===== src/rtl/cache_control_nway_pkg.sv =====
// Shared types for the N-way cache controller: FSM state encoding,
// PLRU tree width helper and pmem address mux select values.
package cache_types;

  typedef enum logic [1:0] {
    IDLE,
    WRITE_BACK,
    FILL
  } cache_state_t;

  // pmem_addr_sel encodings
  localparam logic PMEM_ADDR_CPU    = 1'b0;
  localparam logic PMEM_ADDR_VICTIM = 1'b1;

  // A binary PLRU tree over 'ways' leaves has ways-1 internal nodes.
  function automatic int unsigned PLRU_W(input int unsigned ways);
    return ways - 1;
  endfunction

endpackage


===== src/rtl/cache_control_nway_plru_tree.sv =====
// Combinational tree pseudo-LRU for a power-of-two way count.
// Nodes are heap-ordered (root = bit 0, children of n are 2n+1 / 2n+2).
// A node bit of 0 points the victim toward the lower-index half, 1 toward
// the upper half. Touching a way flips every node on its path away from it.
module plru_tree
  import cache_types::*;
#(
  parameter int unsigned NUM_WAYS  = 4,
  parameter int unsigned WAY_IDX_W = $clog2(NUM_WAYS)
) (
  input  logic [PLRU_W(NUM_WAYS)-1:0] tree_in,
  input  logic [WAY_IDX_W-1:0]        touch_way,
  output logic [WAY_IDX_W-1:0]        victim_way,
  output logic [PLRU_W(NUM_WAYS)-1:0] tree_out
);

  // Walk from the root; at level lvl the node on the path is selected by
  // the victim bits already decided above it (prefix p).
  always_comb begin
    victim_way = '0;
    for (int unsigned lvl = 0; lvl < WAY_IDX_W; lvl++) begin
      for (int unsigned p = 0; p < (32'd1 << lvl); p++) begin
        if ((victim_way >> (WAY_IDX_W - lvl)) == WAY_IDX_W'(p))
          victim_way[WAY_IDX_W-1-lvl] = tree_in[(32'd1 << lvl) - 1 + p];
      end
    end
  end

  // Point every node on the touched way's path toward the opposite half.
  always_comb begin
    tree_out = tree_in;
    for (int unsigned lvl = 0; lvl < WAY_IDX_W; lvl++) begin
      for (int unsigned p = 0; p < (32'd1 << lvl); p++) begin
        if ((touch_way >> (WAY_IDX_W - lvl)) == WAY_IDX_W'(p))
          tree_out[(32'd1 << lvl) - 1 + p] = ~touch_way[WAY_IDX_W-1-lvl];
      end
    end
  end

endmodule


===== src/rtl/cache_control_nway.sv =====
// Control FSM for an N-way set-associative, write-back, write-allocate
// cache. Optional hit/miss counters are enabled by CACHE_PERF_CNT_EN.
module cache_control_nway
  import cache_types::*;
#(
  parameter int unsigned NUM_WAYS  = 4,
  parameter int unsigned WAY_IDX_W = $clog2(NUM_WAYS)
) (
  input  logic                        clk,
  input  logic                        rst,
  input  logic                        mem_read,
  input  logic                        mem_write,
  input  logic [3:0]                  mem_byte_enable,
  output logic                        mem_resp,
  input  logic                        pmem_resp,
  output logic                        pmem_read,
  output logic                        pmem_write,
  input  logic [NUM_WAYS-1:0]         hit,
  input  logic [NUM_WAYS-1:0]         valid_out,
  input  logic [NUM_WAYS-1:0]         dirty_out,
  input  logic [PLRU_W(NUM_WAYS)-1:0] plru_in,
  output logic [PLRU_W(NUM_WAYS)-1:0] plru_out,
  output logic                        load_plru,
  output logic [NUM_WAYS-1:0]         load_data,
  output logic [NUM_WAYS-1:0]         load_tag,
  output logic [NUM_WAYS-1:0]         load_valid,
  output logic [NUM_WAYS-1:0]         load_dirty,
  output logic                        valid_in,
  output logic                        dirty_in,
  output logic [WAY_IDX_W-1:0]        way_sel,
  output logic                        data_sel,
  output logic                        pmem_addr_sel,
  output logic                        load_pmem_wdata
`ifdef CACHE_PERF_CNT_EN
  ,
  output logic [31:0]                 hit_count,
  output logic [31:0]                 miss_count
`endif
);

  cache_state_t                state_q, state_d;
  logic [WAY_IDX_W-1:0]        victim_q, victim;
  logic [WAY_IDX_W-1:0]        hit_way, invalid_way, plru_victim;
  logic [PLRU_W(NUM_WAYS)-1:0] plru_touched;
  logic [NUM_WAYS-1:0]         hit_oh, victim_oh;
  logic                        request, any_hit, any_invalid, miss_detect;

  // Byte enables are consumed by the datapath merge logic, not here.
  logic unused_byte_enable;
  assign unused_byte_enable = ^mem_byte_enable;

  assign request = mem_read | mem_write;

  // Priority-encode the hit way and the lowest invalid way.
  always_comb begin
    any_hit     = 1'b0;
    hit_way     = '0;
    any_invalid = 1'b0;
    invalid_way = '0;
    for (int unsigned i = 0; i < NUM_WAYS; i++) begin
      if (hit[i] && !any_hit) begin
        any_hit = 1'b1;
        hit_way = WAY_IDX_W'(i);
      end
      if (!valid_out[i] && !any_invalid) begin
        any_invalid = 1'b1;
        invalid_way = WAY_IDX_W'(i);
      end
    end
  end

  plru_tree #(
    .NUM_WAYS (NUM_WAYS),
    .WAY_IDX_W(WAY_IDX_W)
  ) u_plru (
    .tree_in   (plru_in),
    .touch_way (hit_way),
    .victim_way(plru_victim),
    .tree_out  (plru_touched)
  );

  assign victim      = any_invalid ? invalid_way : plru_victim;
  assign miss_detect = (state_q == IDLE) && request && !any_hit;
  assign hit_oh      = NUM_WAYS'(1) << hit_way;
  assign victim_oh   = NUM_WAYS'(1) << victim_q;

  // State register and victim latch; the victim is captured once per miss.
  always_ff @(posedge clk) begin
    if (rst) begin
      state_q  <= IDLE;
      victim_q <= '0;
    end else begin
      state_q <= state_d;
      if (miss_detect)
        victim_q <= victim;
    end
  end

  // Next-state and output decode.
  always_comb begin
    state_d         = state_q;
    mem_resp        = 1'b0;
    pmem_read       = 1'b0;
    pmem_write      = 1'b0;
    plru_out        = '0;
    load_plru       = 1'b0;
    load_data       = '0;
    load_tag        = '0;
    load_valid      = '0;
    load_dirty      = '0;
    valid_in        = 1'b0;
    dirty_in        = 1'b0;
    way_sel         = '0;
    data_sel        = 1'b0;
    pmem_addr_sel   = PMEM_ADDR_CPU;
    load_pmem_wdata = 1'b0;
    unique case (state_q)
      IDLE: begin
        if (request && any_hit) begin
          mem_resp  = 1'b1;
          way_sel   = hit_way;
          load_plru = 1'b1;
          plru_out  = plru_touched;
          if (mem_write) begin
            data_sel   = 1'b1;
            load_data  = hit_oh;
            dirty_in   = 1'b1;
            load_dirty = hit_oh;
          end
        end else if (request) begin
          state_d = (valid_out[victim] && dirty_out[victim]) ? WRITE_BACK : FILL;
        end
      end
      WRITE_BACK: begin
        pmem_write      = 1'b1;
        pmem_addr_sel   = PMEM_ADDR_VICTIM;
        way_sel         = victim_q;
        load_pmem_wdata = 1'b1;
        if (pmem_resp) begin
          load_dirty = victim_oh;
          state_d    = FILL;
        end
      end
      FILL: begin
        pmem_read  = 1'b1;
        way_sel    = victim_q;
        valid_in   = 1'b1;
        load_data  = victim_oh;
        load_tag   = victim_oh;
        load_valid = victim_oh;
        load_dirty = victim_oh;
        if (pmem_resp)
          state_d = IDLE;
      end
      default: state_d = IDLE;
    endcase
  end

`ifdef CACHE_PERF_CNT_EN
  logic post_fill_q;

  // Count CPU hits and miss detections; the hit that completes a miss is
  // not a CPU hit, so it is masked by post_fill_q.
  always_ff @(posedge clk) begin
    if (rst) begin
      hit_count   <= '0;
      miss_count  <= '0;
      post_fill_q <= 1'b0;
    end else begin
      post_fill_q <= (state_q == FILL) && pmem_resp;
      if ((state_q == IDLE) && request && any_hit && !post_fill_q)
        hit_count <= hit_count + 32'd1;
      if (miss_detect)
        miss_count <= miss_count + 32'd1;
    end
  end
`endif

  hit_onehot_a : assert property (@(posedge clk) disable iff (rst)
    ((state_q == IDLE) && request) |-> $onehot0(hit))
    else $error("cache_control_nway: multiple hit bits set in one set");

endmodule


===== config.mk =====
export PLATFORM = sky130hd
export DESIGN_NAME = cache_control_nway
export DESIGN_NICKNAME = d
export VERILOG_FILES = /design/src/rtl/cache_control_nway_pkg.sv /design/src/rtl/cache_control_nway_plru_tree.sv /design/src/rtl/cache_control_nway.sv
export SDC_FILE = /design/constraint.sdc
export NUM_CORES = 1
export LEC_CHECK = 0
export ABC_CLOCK_PERIOD_IN_PS = 1520
export BUFFER_PORTS_ARGS = -buffer_cell sky130_fd_sc_hd__buf_4
export CORE_MARGIN = 4
export CORE_UTILIZATION = 33
export CTS_BUF_LIST = sky130_fd_sc_hd__clkbuf_4 sky130_fd_sc_hd__clkbuf_8 sky130_fd_sc_hd__clkbuf_16
export CTS_CLUSTER_DIAMETER = 100
export DETAILED_ROUTE_END_ITERATION = 6
export PLACE_DENSITY = 0.75
export RECOVER_POWER = 100
export SLEW_MARGIN = 20
export SYNTH_ARGS = -nofsm -noshare
export SYNTH_HDL_FRONTEND = slang
export SYNTH_SLANG_ARGS = --single-unit

===== constraint.sdc =====
create_clock -name clk -period 1.52 [get_ports clk]
set_clock_uncertainty 0.2 [all_clocks]
set_input_delay 0.152 -clock clk [delete_from_list [all_inputs] [get_ports clk]]
set_output_delay 0.152 -clock clk [all_outputs]
set_load 0.01 [all_outputs]

**After elaboration in Yosys (flattened, before gate mapping)**

Cells that the tools add are included.

- Register bits: 4
- Latch bits: 0
- Memory bits (writable): 0
- Memory bits (read-only): 0
- Input bits: 24
- Output and inout port bits: 30
- Logic and storage cells: 84
- Memories: 0

- Add/sub/neg operators: 0
- Multiply operators: 0
- Divide/modulo/power cells: 0
- Magnitude comparators: 1
- Equality and inequality tests: 6
- Shift-type cells: 2
- Mux-type cells: 46
- Bitwise gates (word level): 3
- Reduce and logical (&&, ||, !) cells: 24

Operators by type and width:

| kind | number |
|---|---|
| 2-to-1 mux 1 bit | 23 |
| 2-to-1 mux 2 bit | 11 |
| 2-to-1 mux 4 bit | 4 |
| case mux 4 bit (3 select lines) | 1 |
| logical AND 1 bit | 10 |
| logical NOT 1 bit | 9 |
| inequality test 2 bit (second input constant) | 4 |
| case mux 4 bit (2 select lines) | 1 |
| << shifter 1 x 2 -> 4 bit (first input constant) | 2 |
| logical NOT 2 bit | 3 |
| 2-to-1 mux 3 bit | 2 |
| case mux 2 bit (3 select lines) | 1 |
| binary-select mux 1 bit (select 2 bit) | 2 |
| case mux 2 bit (2 select lines) | 1 |
| AND reduction 4 bit | 1 |
| < comparator 2 x 3 -> 1 bit (second input constant) | 1 |
| == test 2 x 1 -> 1 bit (second input constant) | 1 |
| == test 2 bit (second input constant) | 1 |
| NOT 1 bit | 2 |
| OR reduction 2 bit | 1 |
| bitwise OR 1 bit | 1 |

**Longest topological paths before layout**

- Word-level depth: 17
- Depth in mapped cells: 6
- Depth with buffers taken out: 6

**Modules after synthesis**

A second synthesis with hierarchy kept.

- Cell total of the unflattened synthesis: 93
- Area total of the unflattened synthesis: 666.9 um^2

By module, submodules not included:

| module | times used | cells each | area an instance (um^2) | sequential area each (um^2) |
|---|---|---|---|---|
| cache_control_nway | 1 | 85 | 624.3 | 80.1 |
| plru_tree | 1 | 8 | 42.5 | 0.0 |

**Worst setup path after synthesis**

Ideal clock, no wire load.

- Kind: register to output
- Start point: register state_q[0]
- End point: output port load_dirty[3]
- Data arrival time: 1.465 ns
- Required time: 1.168 ns
- Setup slack: -0.297 ns
- Stages on the path, launching flop included: 7
- Buffers on the path: 0
- Path through: dfxtp_1 -> inv_1 -> ha_1 -> and3_1 -> a41o_1 -> a41oi_1 -> nor2_1

- Longest elaborated chain between the ends: 2
- Elaborated cells between the ends (all ways): 4
- Those cells by class: eq/ne: 2; mux: 1; reduce/logical: 1

Ends and longest elaborated chain:

| what | RTL line | source |
|---|---|---|
| start: declaration | cache_control_nway.sv:41 | `cache_state_t state_q, state_d;` |
| start signal: assignment | cache_control_nway.sv:93 | `state_q <= state_d;` |
| == test 2 bit, or another cell as far along | cache_control_nway.sv:117 | `unique case (state_q)` |
| case mux 4 bit (3 select lines) * | cache_control_nway.sv:117 |  |
| end: declaration | cache_control_nway.sv:27 | `output logic [NUM_WAYS-1:0] load_dirty,` |

Every way passes the cells marked *; elsewhere a longest branch is shown, timed or not.

**Worst setup path in the final report**

- Start point: register state_q[0]
- End point: output port load_dirty[2]

Same word-level chain as after synthesis.

==> flow_metrics.tcl <==
set metrics [dict create \
    run_status "complete, but fails checks" \
    violations "negative setup slack" \
    worstSetupEndpointType "output port" \
    p_leak_nw 0.7915 \
    async_flop_share 0 \
    yosysTopAreaCell "dfxtp_1" \
    htree_levels 1 \
    cts-root-buf "clkbuf_4" \
    syn-num-nets 120 \
    viasPerCell 5.538 \
    start_kind "register" \
    mostFrequentLayoutCells "52 x buf_4, 33 x buf_6, 6 x nand2_1" \
    dpl_cell_area_um2 1244 \
    cts_tree "built" \
    slew_headroom 0.5037 \
    cts_buffers 3 \
    synth_edf_count 0 \
    ys_seq_elements 4 \
    antenna_found_initial 0 \
    pwr-share-comb 0.592 \
    num_rows 16 \
    arrival_ps 1620 \
    top_layer "met4" \
    wl_met3_um 256 \
    antenna_left 0 \
    drt-met1-wl_mm 1.537 \
    vias 1102 \
    place_congestion 0.8479 \
    cts_buffer_depth 2 \
    switching_share 0.3463 \
    power.internal_w 0.0003754 \
    cp.required_ps 1170 \
    initial_core_util 0.3529 \
    clkPwrFrac 0.221 \
    n_fill_cell 93 \
    nNetsFinal 202 \
    final_area_um2 1674 \
    grt_max_degree 8 \
    min_period_over_period 1.300 \
    firstDrtPassIters 5 \
    synth_top_flop_cell "dfxtp_1" \
    worst_slack_ps -455.6 \
    layout-drive-gt1-share 0.7616 \
    rsz0062_at_grt "true" \
    core-area_um2 1982 \
    antenna_cells 0 \
    holdWs_ps 175.8 \
    syn_inst 92 \
    max-vdd-ir-drop_mv 0.4128 \
    grt_pass1_wl_mm 4.871 \
    pwr-share-seq 0.187 \
    fp.dieH_um 54.04 \
    cts.sinks 4 \
    dieWidth_um 54.04 \
    layout_commonest_cell "buf_4" \
    syn2layout_area_growth_pct 139.4 \
    numPortBuffers 49 \
    synth.distinct_cells 40 \
    drc 0 \
    fmax_ghz 0.5062 \
    dp_hpwl_mm 2.015 \
    grt_pass1_vias 1078 \
    hold_path_class "in -> reg" \
    power_switching_w 0.0001989 \
    dieArea_um2 2920 \
    clk_pin_slew_ps 40 \
    period_needed_ps 1976 \
    routed_wl_mm 4.124 \
    tightestPinTransition_ps 734.9 \
    worstSetupPathType "reg -> out" \
    power_density_nw_per_um2 343.0 \
    synth.avg_cell_area_um2 7.602 \
    netlist.area_leader.share 0.1145 \
    gr-total-overflow 0 \
    grt_usage 0.2295 \
    drt_iter0_drc 40 \
    synth.yosys.warnings 0 \
    hold_viol_final 0 \
    wl_met2_mm 2.239 \
    io-pin-count 54 \
    maxCapViolations 0 \
    yosysSeqAreaShare 0.1145 \
    setup_viol 30 \
    syn-cell-area_um2 699.4 \
    cp_max_fo 5 \
    clkLatencyLatePin_ps 230 \
    yosys-top-cells-area "dfxtp_1 11%, buf_4 9.7%, ha_1 7.2%" \
    routedWlPerCell_um 20.72 \
    drv_slew 0 \
]
## per-layer routing
| layer | up-vias | global-route usage |
|---|---|---|
| met1 | 544 | 0.2541 |
| met3 | 8 | 0.03601 |
| met5 | - | 0 |
| li1 | 491 | - |
| met4 | 0 | 0.07884 |
| met2 | 59 | 0.4355 |
## repair_timing
item,in CTS,in global routing
hold buffers,2,0
buffers inserted,9,7
resized for setup,36,39
endpoints found under the setup margin,32,34
pin swaps,4,10
endpoints found under the hold margin,2,0
## layout make-up
type                       count  area, um2  share of cell area
clock buffer                   3      22.52             0.01345
inverter                       7      31.28             0.01868
multi-input combinational     71      719.4              0.4297
sequential                     4      85.08             0.05082
tap                           27      33.78             0.02018
timing repair buffer          87      782.0              0.4671
## flip-flops by register name, summed over array words and instances, names as in the netlist
| register | flops |
|---|---|
| state_q | 2 |
| victim_q | 2 |
## cell families after synthesis
family                   share of synthesized area
AO/OA/AOI/OAI                               0.3184
flip-flops                                  0.1145
AND/OR/NAND/NOR                             0.3023
multiplexers                               0.04294
buffers and inverters                       0.1503
adder cells (fa/ha/maj)                    0.07156
## synthesized netlist by cell type, drive strengths merged, types with 3 or more instances
library cell / n
ha: 4
dfxtp: 4
nor2: 11
inv: 7
o21ba: 3
and3b: 3
a21oi: 4
mux2i: 3
o21ai: 3
nand2: 7
buf: 10
## path summary, 6_finish.rpt
kind / cells after the start / endpoint / slack, ps / from
setup reg to reg: 8 / state_q[1] / -270 / state_q[0]
hold reg to reg: 2 / state_q[0] / 460 / state_q[0]
hold / removal: 4 / victim_q[1] / 180 / plru_in[0]
setup / recovery: 6 / load_dirty[2] / -460 / state_q[0]
## worst max-delay path, cell delays in order (launching register included)
cell     delay, ps
dfxtp_4        380
inv_6           50
ha_4           170
and3b_2        230
a31o_4         220
o21ba_2        220
buf_6          120
## power groups by stage
stage               registers, W  logic, W  clock network (W)
CTS                     0.000109  0.000274           0.000133
global placement        0.000111  0.000229                  0
global route            0.000108  0.000356           0.000147
finish                  0.000107  0.000340           0.000127
detailed placement      0.000111  0.000232                  0
floorplan               0.000111  0.000103                  0
## per-stage QoR
step | setup TNS [ps] | utilization | std cells | setup slack (ps) | power, W
6_report | -7364 | 0.8447 | 199 | -455.6 | 0.0005742
5_1_grt | -8711 | 0.8447 | 199 | -492.6 | 0.0006103
4_1_cts | -5877 | 0.7513 | 194 | -410.4 | 0.0005163
3_5_place_dp | -2358 | 0.6275 | 182 | -245.0 | 0.0003431
3_3_place_gp | -1555 | 0.6275 | 182 | -190.5 | 0.0003393
2_1_floorplan | -479.3 | - | 92 | -98.69 | 0.0002137
Power figures use the tool's default switching activity.
